**src/rtl/ysyx_22051013_id_scoreboard_if.sv**
```systemverilog
// Issue-stage bundle: the decoded instruction presented by ID and the EX issue
// register it is loaded into. master = surrounding pipeline, slave = scoreboard.
interface ysyx_22051013_id_scoreboard_if #(
  parameter int XLEN = 64
);
  logic            id_valid;
  logic            id_ready;
  logic            rs1_ena;
  logic            rs2_ena;
  logic [4:0]      rs1_addr;
  logic [4:0]      rs2_addr;
  logic [XLEN-1:0] rs1_data;
  logic [XLEN-1:0] rs2_data;
  logic            rd_ena;
  logic [4:0]      rd_addr;
  logic            rd_long;
  logic            ex_ready;
  logic            ex_valid;
  logic [XLEN-1:0] ex_op1;
  logic [XLEN-1:0] ex_op2;
  logic            ex_rd_ena;
  logic [4:0]      ex_rd_addr;
  logic            ex_rd_long;

  modport master (
    output id_valid, rs1_ena, rs2_ena, rs1_addr, rs2_addr, rs1_data, rs2_data,
           rd_ena, rd_addr, rd_long, ex_ready,
    input  id_ready, ex_valid, ex_op1, ex_op2, ex_rd_ena, ex_rd_addr, ex_rd_long
  );

  modport slave (
    input  id_valid, rs1_ena, rs2_ena, rs1_addr, rs2_addr, rs1_data, rs2_data,
           rd_ena, rd_addr, rd_long, ex_ready,
    output id_ready, ex_valid, ex_op1, ex_op2, ex_rd_ena, ex_rd_addr, ex_rd_long
  );
endinterface

```
**src/rtl/ysyx_22051013_id_scoreboard.sv**
```systemverilog
// ID-stage scoreboard: tracks outstanding long-latency writes, detects RAW/WAW/
// capacity hazards, resolves operands through forwarding and drives the EX register.
module ysyx_22051013_id_scoreboard #(
  parameter int XLEN       = 64,
  parameter int FWD_STAGES = 3,
  parameter int MAX_LONG   = 4
) (
  input  logic                          clk,
  input  logic                          rst,
  ysyx_22051013_id_scoreboard_if.slave  sb,
  input  logic [FWD_STAGES-1:0]         fwd_vld,
  input  logic [5*FWD_STAGES-1:0]       fwd_addr,
  input  logic [XLEN*FWD_STAGES-1:0]    fwd_data,
  input  logic                          wb_valid,
  input  logic [4:0]                    wb_addr,
  input  logic [XLEN-1:0]               wb_data,
  input  logic                          flush,
  output logic [$clog2(MAX_LONG+1)-1:0] pend_cnt
);
  localparam int            CW       = $clog2(MAX_LONG + 1);
  localparam logic [CW-1:0] CNT_FULL = CW'(MAX_LONG);

  // Lowest-index forward stage wins, then the completing long write, then the regfile.
  function automatic logic [XLEN-1:0] resolve_op(
    input logic                         ena,
    input logic [4:0]                   addr,
    input logic [XLEN-1:0]              rf_data,
    input logic [FWD_STAGES-1:0]        vld,
    input logic [5*FWD_STAGES-1:0]      faddr,
    input logic [XLEN*FWD_STAGES-1:0]   fdata,
    input logic                         wbv,
    input logic [4:0]                   wba,
    input logic [XLEN-1:0]              wbd
  );
    logic [XLEN-1:0] res;
    logic            hit;
    res = rf_data;
    hit = 1'b0;
    if (!ena || (addr == 5'd0)) begin
      res = {XLEN{1'b0}};
    end else begin
      for (int i = 0; i < FWD_STAGES; i++) begin
        if (!hit && vld[i] && (faddr[5*i +: 5] == addr)) begin
          res = fdata[XLEN*i +: XLEN];
          hit = 1'b1;
        end else begin
          hit = hit;
        end
      end
      if (!hit && wbv && (wba == addr)) begin
        res = wbd;
      end else begin
        res = res;
      end
    end
    return res;
  endfunction

  logic [31:0]     pend_r;
  logic [CW-1:0]   pend_cnt_r;
  logic            ex_valid_r;
  logic [XLEN-1:0] ex_op1_r;
  logic [XLEN-1:0] ex_op2_r;
  logic            ex_rd_ena_r;
  logic [4:0]      ex_rd_addr_r;
  logic            ex_rd_long_r;

  logic            wb_rs1_s;
  logic            wb_rs2_s;
  logic            wb_rd_s;
  logic            haz_rs1_s;
  logic            haz_rs2_s;
  logic            haz_waw_s;
  logic            haz_cap_s;
  logic            rd_long_s;
  logic            slot_free_s;
  logic            id_ready_s;
  logic            issue_long_s;
  logic [XLEN-1:0] op1_s;
  logic [XLEN-1:0] op2_s;
  logic            wb_clr_s;
  logic            fl_clr_s;
  logic            dec_two_s;
  logic [31:0]     set_mask_s;
  logic [31:0]     clr_mask_s;
  logic [31:0]     pend_nxt_s;
  logic [CW-1:0]   cnt_nxt_s;

  // A completing write in this very cycle releases the hazard on its index.
  assign wb_rs1_s  = wb_valid & (wb_addr == sb.rs1_addr);
  assign wb_rs2_s  = wb_valid & (wb_addr == sb.rs2_addr);
  assign wb_rd_s   = wb_valid & (wb_addr == sb.rd_addr);

  assign haz_rs1_s = sb.rs1_ena & (sb.rs1_addr != 5'd0) & pend_r[sb.rs1_addr] & ~wb_rs1_s;
  assign haz_rs2_s = sb.rs2_ena & (sb.rs2_addr != 5'd0) & pend_r[sb.rs2_addr] & ~wb_rs2_s;
  assign haz_waw_s = sb.rd_ena  & (sb.rd_addr  != 5'd0) & pend_r[sb.rd_addr]  & ~wb_rd_s;
  assign rd_long_s = sb.rd_long & sb.rd_ena & (sb.rd_addr != 5'd0);
  assign haz_cap_s = rd_long_s & (pend_cnt_r == CNT_FULL) & ~wb_valid;

  assign slot_free_s  = ~ex_valid_r | sb.ex_ready;
  assign id_ready_s   = sb.id_valid & ~flush & slot_free_s
                      & ~(haz_rs1_s | haz_rs2_s | haz_waw_s | haz_cap_s);
  assign issue_long_s = id_ready_s & rd_long_s;

  assign op1_s = resolve_op(sb.rs1_ena, sb.rs1_addr, sb.rs1_data, fwd_vld, fwd_addr,
                            fwd_data, wb_valid, wb_addr, wb_data);
  assign op2_s = resolve_op(sb.rs2_ena, sb.rs2_addr, sb.rs2_data, fwd_vld, fwd_addr,
                            fwd_data, wb_valid, wb_addr, wb_data);

  // Only indices that are actually pending are released, so the counter never underflows.
  assign wb_clr_s   = wb_valid & pend_r[wb_addr];
  assign fl_clr_s   = flush & ex_valid_r & ex_rd_long_r & ex_rd_ena_r & pend_r[ex_rd_addr_r];
  assign dec_two_s  = wb_clr_s & fl_clr_s & (wb_addr != ex_rd_addr_r);
  assign set_mask_s = issue_long_s ? (32'd1 << sb.rd_addr) : 32'd0;
  assign clr_mask_s = (wb_clr_s ? (32'd1 << wb_addr) : 32'd0)
                    | (fl_clr_s ? (32'd1 << ex_rd_addr_r) : 32'd0);
  assign pend_nxt_s = ((pend_r & ~clr_mask_s) | set_mask_s) & 32'hFFFF_FFFE;
  assign cnt_nxt_s  = pend_cnt_r + CW'(issue_long_s) - CW'(wb_clr_s | fl_clr_s) - CW'(dec_two_s);

  // Pending bitmap and outstanding-write counter.
  always_ff @(posedge clk or negedge rst) begin
    if (!rst) begin
      pend_r     <= 32'd0;
      pend_cnt_r <= {CW{1'b0}};
    end else begin
      pend_r     <= pend_nxt_s;
      pend_cnt_r <= cnt_nxt_s;
    end
  end

  // EX issue register: flush kills, issue loads, consumption without refill empties.
  always_ff @(posedge clk or negedge rst) begin
    if (!rst) begin
      ex_valid_r   <= 1'b0;
      ex_op1_r     <= {XLEN{1'b0}};
      ex_op2_r     <= {XLEN{1'b0}};
      ex_rd_ena_r  <= 1'b0;
      ex_rd_addr_r <= 5'd0;
      ex_rd_long_r <= 1'b0;
    end else if (flush) begin
      ex_valid_r   <= 1'b0;
    end else if (id_ready_s) begin
      ex_valid_r   <= 1'b1;
      ex_op1_r     <= op1_s;
      ex_op2_r     <= op2_s;
      ex_rd_ena_r  <= sb.rd_ena;
      ex_rd_addr_r <= sb.rd_addr;
      ex_rd_long_r <= sb.rd_long;
    end else if (sb.ex_ready) begin
      ex_valid_r   <= 1'b0;
    end else begin
      ex_valid_r   <= ex_valid_r;
    end
  end

  assign sb.id_ready   = id_ready_s;
  assign sb.ex_valid   = ex_valid_r;
  assign sb.ex_op1     = ex_op1_r;
  assign sb.ex_op2     = ex_op2_r;
  assign sb.ex_rd_ena  = ex_rd_ena_r;
  assign sb.ex_rd_addr = ex_rd_addr_r;
  assign sb.ex_rd_long = ex_rd_long_r;
  assign pend_cnt      = pend_cnt_r;
endmodule

```
**src/flat_wrapper.sv**
```systemverilog
// flat-port wrapper written by rule: the top's interface ports become plain ports
module ysyx_22051013_id_scoreboard_flat 
#(
  parameter int XLEN       = 64,
  parameter int FWD_STAGES = 3,
  parameter int MAX_LONG   = 4
)
  (clk, rst, fwd_vld, fwd_addr, fwd_data, wb_valid, wb_addr, wb_data, flush, pend_cnt, sb_id_valid, sb_rs1_ena, sb_rs2_ena, sb_rs1_addr, sb_rs2_addr, sb_rs1_data, sb_rs2_data, sb_rd_ena, sb_rd_addr, sb_rd_long, sb_ex_ready, sb_id_ready, sb_ex_valid, sb_ex_op1, sb_ex_op2, sb_ex_rd_ena, sb_ex_rd_addr, sb_ex_rd_long);
  ysyx_22051013_id_scoreboard_if #(.XLEN(XLEN)) sb_i ();
  input  logic clk;
  input  logic rst;
  input  logic [FWD_STAGES-1:0] fwd_vld;
  input  logic [5*FWD_STAGES-1:0] fwd_addr;
  input  logic [XLEN*FWD_STAGES-1:0] fwd_data;
  input  logic wb_valid;
  input  logic [4:0] wb_addr;
  input  logic [XLEN-1:0] wb_data;
  input  logic flush;
  output logic [$clog2(MAX_LONG+1)-1:0] pend_cnt;
  input wire logic [$bits(sb_i.id_valid)-1:0] sb_id_valid;
  input wire logic [$bits(sb_i.rs1_ena)-1:0] sb_rs1_ena;
  input wire logic [$bits(sb_i.rs2_ena)-1:0] sb_rs2_ena;
  input wire logic [$bits(sb_i.rs1_addr)-1:0] sb_rs1_addr;
  input wire logic [$bits(sb_i.rs2_addr)-1:0] sb_rs2_addr;
  input wire logic [$bits(sb_i.rs1_data)-1:0] sb_rs1_data;
  input wire logic [$bits(sb_i.rs2_data)-1:0] sb_rs2_data;
  input wire logic [$bits(sb_i.rd_ena)-1:0] sb_rd_ena;
  input wire logic [$bits(sb_i.rd_addr)-1:0] sb_rd_addr;
  input wire logic [$bits(sb_i.rd_long)-1:0] sb_rd_long;
  input wire logic [$bits(sb_i.ex_ready)-1:0] sb_ex_ready;
  output wire logic [$bits(sb_i.id_ready)-1:0] sb_id_ready;
  output wire logic [$bits(sb_i.ex_valid)-1:0] sb_ex_valid;
  output wire logic [$bits(sb_i.ex_op1)-1:0] sb_ex_op1;
  output wire logic [$bits(sb_i.ex_op2)-1:0] sb_ex_op2;
  output wire logic [$bits(sb_i.ex_rd_ena)-1:0] sb_ex_rd_ena;
  output wire logic [$bits(sb_i.ex_rd_addr)-1:0] sb_ex_rd_addr;
  output wire logic [$bits(sb_i.ex_rd_long)-1:0] sb_ex_rd_long;
  assign sb_i.id_valid = sb_id_valid;
  assign sb_i.rs1_ena = sb_rs1_ena;
  assign sb_i.rs2_ena = sb_rs2_ena;
  assign sb_i.rs1_addr = sb_rs1_addr;
  assign sb_i.rs2_addr = sb_rs2_addr;
  assign sb_i.rs1_data = sb_rs1_data;
  assign sb_i.rs2_data = sb_rs2_data;
  assign sb_i.rd_ena = sb_rd_ena;
  assign sb_i.rd_addr = sb_rd_addr;
  assign sb_i.rd_long = sb_rd_long;
  assign sb_i.ex_ready = sb_ex_ready;
  assign sb_id_ready = sb_i.id_ready;
  assign sb_ex_valid = sb_i.ex_valid;
  assign sb_ex_op1 = sb_i.ex_op1;
  assign sb_ex_op2 = sb_i.ex_op2;
  assign sb_ex_rd_ena = sb_i.ex_rd_ena;
  assign sb_ex_rd_addr = sb_i.ex_rd_addr;
  assign sb_ex_rd_long = sb_i.ex_rd_long;
  ysyx_22051013_id_scoreboard #(.XLEN(XLEN), .FWD_STAGES(FWD_STAGES), .MAX_LONG(MAX_LONG)) u_core (.clk(clk), .rst(rst), .sb(sb_i), .fwd_vld(fwd_vld), .fwd_addr(fwd_addr), .fwd_data(fwd_data), .wb_valid(wb_valid), .wb_addr(wb_addr), .wb_data(wb_data), .flush(flush), .pend_cnt(pend_cnt));
endmodule
```
**config.mk**
```make
export PLATFORM = sky130hd
export DESIGN_NAME = ysyx_22051013_id_scoreboard_flat
export DESIGN_NICKNAME = d
export VERILOG_FILES = /design/src/rtl/ysyx_22051013_id_scoreboard_if.sv /design/src/rtl/ysyx_22051013_id_scoreboard.sv /design/src/flat_wrapper.sv
export SDC_FILE = /design/constraint.sdc
export NUM_CORES = 1
export LEC_CHECK = 0
export ABC_AREA = 1
export CAP_MARGIN = 20
export CORE_ASPECT_RATIO = 1.75
export CORE_UTILIZATION = 30
export DETAILED_ROUTE_END_ITERATION = 10
export GPL_TIMING_DRIVEN = 0
export MAX_ROUTING_LAYER = met4
export PLACE_DENSITY_LB_ADDON = 0.15
export SYNTH_ARGS = -nofsm -noshare
export SYNTH_HDL_FRONTEND = slang
export SYNTH_SLANG_ARGS = --single-unit
export TNS_END_PERCENT = 5
```
**constraint.sdc**
```tcl
create_clock -name clk -period 3.35 [get_ports clk]
set_clock_uncertainty 0.2 [all_clocks]
set_input_delay 0.67 -clock clk [delete_from_list [all_inputs] [get_ports clk]]
set_output_delay 0.67 -clock clk [all_outputs]
set_load 0.005 [all_outputs]
```
==> summary.txt <==
Timing
  – Slew Limit Fails: 0
  – Worst slew pin tran: 1.21 ns
  – Min Hold Slack: 0.282 ns
  – Final hold vios: 0
  – Setup TNS Final: 0 ns
  – Max-slew headroom: 19.2%
  – Final period util: 99.2%
  – Setup WS post-layout: 0.0275 ns
  – Setup Viol. Count Final: 0
  – Tmin final: 3.32 ns
  – F_max: 0.301 GHz
  – RSZ-0062 raised after global routing: yes

Routing
  – Final ANT Viol Nets: 0
  – WL per Instance: 25.3 um
  – Vias per inst: 5.28
  – DRT iter0 DRCs: 2406
  – Via count: 24900
  – Drt drc: 0
  – Detailed Routing Iterations Pass 1: 6
  – DRT Wirelength: 119 mm

Placement
  – Placed Area: 24400 um^2
  – Place WS: -1.50 ns
  – Gpl congestion: 1.07
  – DP HPWL: 94.7 mm
  – Placed cell count: 4601
  – PortBufs: 559

Worst setup path
  – Max incr delay on CP: 0.50 ns
  – Worst path cell trace: inv_2 > o21ai_0 > nand2_1 > nand2_1 > nand3_1 > nand3_1 > nand3_4 > nand2_2 > nor2_4 > buf_12 > dlygate4sd2_1
  – CP max FO: 4
  – Arr. time, crit path: 2.45 ns
  – Critical Path RT: 2.48 ns
  – Worst Reg-to-Reg Cells: 18
  – CP top delay family: simple AND/OR/NAND/NOR gates
  – Worst Path Buf+Inv: 3
  – Critical path depth: 11
  – Worst setup EP type: output pin
  – Critical Path Slowest Stage Cell: dfrtp_1
  – Setup CP Type: reg2out
  – CP Launch Type: register

Pwr
  – Switching pwr: 3.75 mW
  – Reg power frac: 31.5%
  – P_int: 5.30 mW
  – Total power: 9.06 mW
  – PwrDens: 349 nW/um^2
  – Clock network power share: 23.8%
  – Sw Share: 41.4%
  – Logic pwr share: 44.8%
  – Peak VDD IR: 371 uV
  – LEAKAGE: 13.7 nW

Layout
  – Count of non-filler cells in the finished layout: 4710
  – Final instance area: 25900 um^2
  – Layout filler cell count: 6527
  – Area growth, synth to finish: 45.9%
  – Nets@finish: 4332
  – Layout cell share with drive strength beyond 1: 9.80%
  – Final design utilization: 44.4%

Synth
  – Syn Nets: 3704
  – Netlist cell types: 31
  – Seq/Total Area, Yosys: 23.9%
  – Syn Inst Count: 3268
  – Yosys reg bits: 170
  – Synth Area per Inst: 5.44 um^2
  – Post-Syn Area: 17800 um^2
  – Ys Warns: 0

Die
  – Die Y: 324 um
  – Die width: 186 um
  – IO Pins: 572
  – Total core area: 58400 um^2
  – Initial core utilization: 30.4%
  – # rows: 117
  – Die area: 60200 um^2

Flow run
  – Max cap viols: 0

Min path
  – Worst Hold Class: reg2reg
  – Hold Path Stages: 2

Clock network
  – CTS tree: yes
  – H-tree depth: 4
  – Clock latency on the worst-skew pair: 0.50 ns
  – CTS clock-pin slew for the worst setup and hold paths: 0.08 ns
  – CTS Buf Count: 17
  – Root buffer cell: clkbuf_16
  – Clk buf depth: 2
  – CTS Sinks: 170

GRT
  – Total gr overflow: 0
  – Met2 GRT Util: 67.5%
  – First-pass GRT wire length: 164 mm
  – Met3 Use GR: 7.14%
  – Most used routing layer: met2
  – Total Routing Usage GR: 39.7%
  – Number of global-route vias before repair: 24200
  – Met1 Use GR: 39.1%
  – Initial antenna violation count: 27
  – Pin count of the biggest net entering global routing: 96

Run status
  – Run status: completed
metal layers:
layer	wire [um]	vias up
met2	58800	1378
met5	0	-
li1	-	11600
met4	11100	0
met3	7940	404
met1	41300	11500
cell type report:
cell class | count | area [um^2] | share of cell area (%)
Multi-Input combinational cell | 2373 | 10700 | 41.4
Timing Repair Buffer | 609 | 6040 | 23.3
Sequential cell | 170 | 4270 | 16.5
Inverter | 489 | 1880 | 7.24
Buffer | 236 | 1380 | 5.32
Tap cell | 773 | 967 | 3.73
Clock buffer | 17 | 425 | 1.64
Clock inverter | 15 | 170 | 0.656
Antenna cell | 28 | 70.1 | 0.270
worst paths after layout:
path / from / end / slack (ns)
max: u_core.pend_r[2] / sb_id_ready / 0.03
min: u_core.sb.ex_op2[37] / u_core.sb.ex_op2[37] / 0.28
max reg2reg: u_core.pend_r[2] / u_core.pend_cnt[2] / 0.13
min reg2reg: u_core.sb.ex_op2[37] / u_core.sb.ex_op2[37] / 0.28
max in group asynchronous: rst / u_core.sb.ex_op1[36] / 1.45
min in group asynchronous: rst / u_core.sb.ex_rd_addr[1] / 0.49
Yosys cell counts:
cell	instances	area [um^2]
xnor2_1	6	52.6
clkinv_1	4	15.0
nand4_1	115	719
nor2_1	424	1590
clkbuf_2	7	35.0
nand2_2	4	25.0
inv_1	474	1780
buf_6	11	124
inv_2	11	41.3
o21ai_1	56	280
a221oi_1	2	17.5
xor2_1	9	78.8
nor3_1	10	50.1
nand3b_1	3	22.5
clkbuf_1	38	143
nand3_2	5	50.1
buf_2	161	806
nor4_1	4	25.0
buf_1	7	26.3
nand3_1	475	2380
nor2_4	1	11.3
buf_4	13	97.6
ha_1	4	50.1
o21ai_0	114	571
a22oi_1	2	15.0
o22ai_1	4	25.0
nand2_1	968	3630
nor2_2	1	6.26
a21oi_1	159	796
o211ai_1	6	45.0
dfrtp_1	170	4250
worst min-delay path: stages, from the launching register on:
cell     delay [ns]
dfrtp_1        0.35
nand2_1        0.05
nand2_1        0.05
cell usage in the layout (no fill, tap or decap), types with 7 or more instances in the layout:
cell type | netlist | final
a21oi_1 | 159 | 157
buf_1 | 7 | 7
buf_2 | 161 | 144
buf_4 | 13 | 55
buf_6 | 11 | 22
clkbuf_1 | 38 | 34
clkbuf_16 | 0 | 19
clkbuf_2 | 7 | 9
clkbuf_4 | 0 | 7
clkdlybuf4s50_1 | 0 | 548
dfrtp_1 | 170 | 158
dfrtp_2 | 0 | 12
diode_2 | 0 | 28
inv_1 | 474 | 449
inv_2 | 11 | 25
inv_4 | 0 | 8
nand2_1 | 968 | 960
nand2_2 | 4 | 9
nand3_1 | 475 | 467
nand3_2 | 5 | 7
nand4_1 | 115 | 115
nor2_1 | 424 | 414
nor2_4 | 1 | 9
nor3_1 | 10 | 8
o21ai_0 | 114 | 97
o21ai_1 | 56 | 68
xor2_1 | 9 | 9
power by group through the flow:
| stage | clock (mW) | sequential, mW | combinational [mW] |
|---|---|---|---|
| 2_1_floorplan | 0 | 2.77 | 1.52 |
| 3_3_place_gp | 0 | 2.86 | 3.84 |
| 3_5_place_dp | 0 | 2.87 | 3.83 |
| 4_1_cts | 2.17 | 2.83 | 3.93 |
| 5_1_grt | 2.25 | 2.88 | 4.32 |
| 6_report | 2.15 | 2.85 | 4.05 |
kinds of logic after synthesis:
group                    Yosys count  share of synthesized area (%)
AO/OA/AOI/OAI                    343                           9.85
AND/OR/NAND/NOR                 2010                           47.9
flip-flops                       170                           23.9
adder cells (fa/ha/maj)            4                          0.282
XOR/XNOR                          15                          0.740
buffers and inverters            726                           17.3
repair_timing:
action                                  4_1_cts  5_1_grt
setup buffers                                31       15
endpoints found under the hold margin         5        0
hold buffers                                  1        0
resized for setup                           130       77
endpoints found under the setup margin      108       64
pin swaps                                    11        8
gates cloned                                  0        3
flip-flops by register name (all words and copies together) (netlist names):
register / flops
u_core.sb.ex_rd_addr: 5
u_core.sb.ex_valid: 1
u_core.sb.ex_op2: 64
u_core.pend_cnt: 3
u_core.sb.ex_rd_long: 1
u_core.sb.ex_op1: 64
u_core.pend_r: 31
u_core.sb.ex_rd_ena: 1
No activity file was read; power rests on OpenSTA's default activity.
==> RTL edit, RTL diff (same flow settings) <==
`MAX_LONG` is set to 4 in 2 places; all go to 8.
--- a/src/rtl/ysyx_22051013_id_scoreboard.sv
+++ b/src/rtl/ysyx_22051013_id_scoreboard.sv
@@ -5,3 +5,3 @@
   parameter int FWD_STAGES = 3,
-  parameter int MAX_LONG   = 4
+  parameter int MAX_LONG   = 8
 ) (
--- a/src/flat_wrapper.sv
+++ b/src/flat_wrapper.sv
@@ -5,3 +5,3 @@
   parameter int FWD_STAGES = 3,
-  parameter int MAX_LONG   = 4
+  parameter int MAX_LONG   = 8
 )
Ports: changed (resized pend_cnt); port bits go from 572 to 573. The function was not compared with the original's and may differ.
==> RTL edit against the unedited design <==
The run now ends with negative setup slack left. Power rose by 3.3%. Area after synthesis rose by 3.3%. Fmax fell by 2.0%. Non-clock buffer count rose by 59. Setup slack got worse by 0.069 ns. Via count rose by 4.8%. Cell area rose by 3.6%. Sequential cell count rose by 1. Cell count rose by 5.2%. Wire length rose by 1.2%. Largest cell class unchanged. Highest routed layer unchanged.
==> RTL edit: results <==
[routing]
via_per_inst = 5.26
routed_wl_mm = 121
vias = 26060

[placement]
placed_area_um2 = 25100
portBuffers = 562
pre_cts_slack_ns = -1.66
dp_cells = 4819
dpl.hpwl_mm = 96.1

[layout]
nNetsFinal = 4571

[synth]
synthTopCellsByArea = "nand2_1 27%, dfrtp_1 23%, nand3_1 11%"
synthTopCellsByCount = "1299 x nand2_1, 476 x inv_1, 413 x nand3_1, 380 x nor2_1, 196 x nand4_1"
avgSynthCellArea_um2 = 5.29
ys_seq_area_share_pct = 23.3

[global_route]
antenna_found_initial = 21
grt_pass1_wl_mm = 170
grt_max_degree = 105
grt_util_all_layers_pct = 39.1

[critical_path]
cpMaxStageDelayCell = "fa_2"
crit_end = "u_core.pend_cnt[2]$_DFF_PN0_"
cp-startpoint = "wb_addr[0]"
critical_path.max_fanout = 6

[timing]
finalSetupTns_ns = -0.0417
fin_ws_ns = -0.0417
setup_viol_count_final = 1

[power]
vdd_drop_max_v = 0.000441
total_leakage_power_uw = 0.0141

[run_status]
violations = "negative setup slack"
status = "complete, but fails checks"
[RTL edit: cell count changes after synthesis, sizes merged, moves of 3 or more]
cell	before	now
nand3	480	413
xnor2	6	3
nor3	10	16
o211ai	6	2
nor4	4	13
nor2	426	381
buf	192	176
clkbuf	45	84
a21oi	159	151
o21ai	170	47
xor2	9	6
nand2	972	1299
o22ai	4	10
nand4	115	196
[RTL edit: cells by family after synthesis]
kind of cell	count (synthesis)	synth area share (%)
AO/OA/AOI/OAI	216	6.07
XOR/XNOR	9	0.429
adder cells (fa/ha/maj)	6	0.450
buffers and inverters	746	16.4
flip-flops	171	23.3
AND/OR/NAND/NOR	2322	53.3
[RTL edit: power by group]
group / switching [uW] / internal [uW] / total, uW
Sequential: 354 / 2500 / 2850
Combinational: 2410 / 1990 / 4400
Clock: 1070 / 1030 / 2100
[RTL edit: worst min-delay path by stage]
stage                                                start                               end  slack [ns]  depth (start not counted)
after floorplan                                        rst      u_core.pend_cnt[0]$_DFF_PN0_        0.17                          0
after global placement    u_core.sb.ex_op1[13]$_DFFE_PN0P_  u_core.sb.ex_op1[13]$_DFFE_PN0P_        0.25                          2
after detailed placement  u_core.sb.ex_op1[15]$_DFFE_PN0P_  u_core.sb.ex_op1[15]$_DFFE_PN0P_        0.26                          2
after CTS                 u_core.sb.ex_op2[14]$_DFFE_PN0P_  u_core.sb.ex_op2[14]$_DFFE_PN0P_        0.28                          2
after global routing      u_core.sb.ex_op2[45]$_DFFE_PN0P_  u_core.sb.ex_op2[45]$_DFFE_PN0P_        0.29                          2
final                      u_core.sb.ex_op1[8]$_DFFE_PN0P_   u_core.sb.ex_op1[8]$_DFFE_PN0P_        0.27                          2
[RTL edit: final cells by class]
class | instances | area [um2]
Buffer | 257 | 1350
Inverter | 486 | 1880
Tap cell | 786 | 983
Antenna cell | 21 | 52.6
Timing Repair Buffer | 647 | 6330
Multi-Input combinational cell | 2553 | 11400
Clock inverter | 13 | 119
Sequential cell | 171 | 4310
Clock buffer | 19 | 433
Fill cell | 6888 | 33400
[RTL edit: per-layer routing]
| layer | share of wire (%) | global-route usage, % | vias up |
|---|---|---|---|
| li1 | - | - | 12187 |
| met4 | 8.6 | 29.5 | 0 |
| met5 | 0 | - | - |
| met2 | 50 | 68.7 | 1451 |
| met3 | 7.3 | 6.91 | 457 |
| met1 | 34 | 38.1 | 11965 |
[RTL edit: what timing repair did]
item / in CTS / in global routing
setup buffers: 71 / 11
endpoints found under the setup margin: 125 / 17
pin swaps: 30 / 19
gates cloned: 1 / 0
hold buffers: 1 / 0
hold endpoints to repair: 67 / 0
resized for setup: 216 / 28
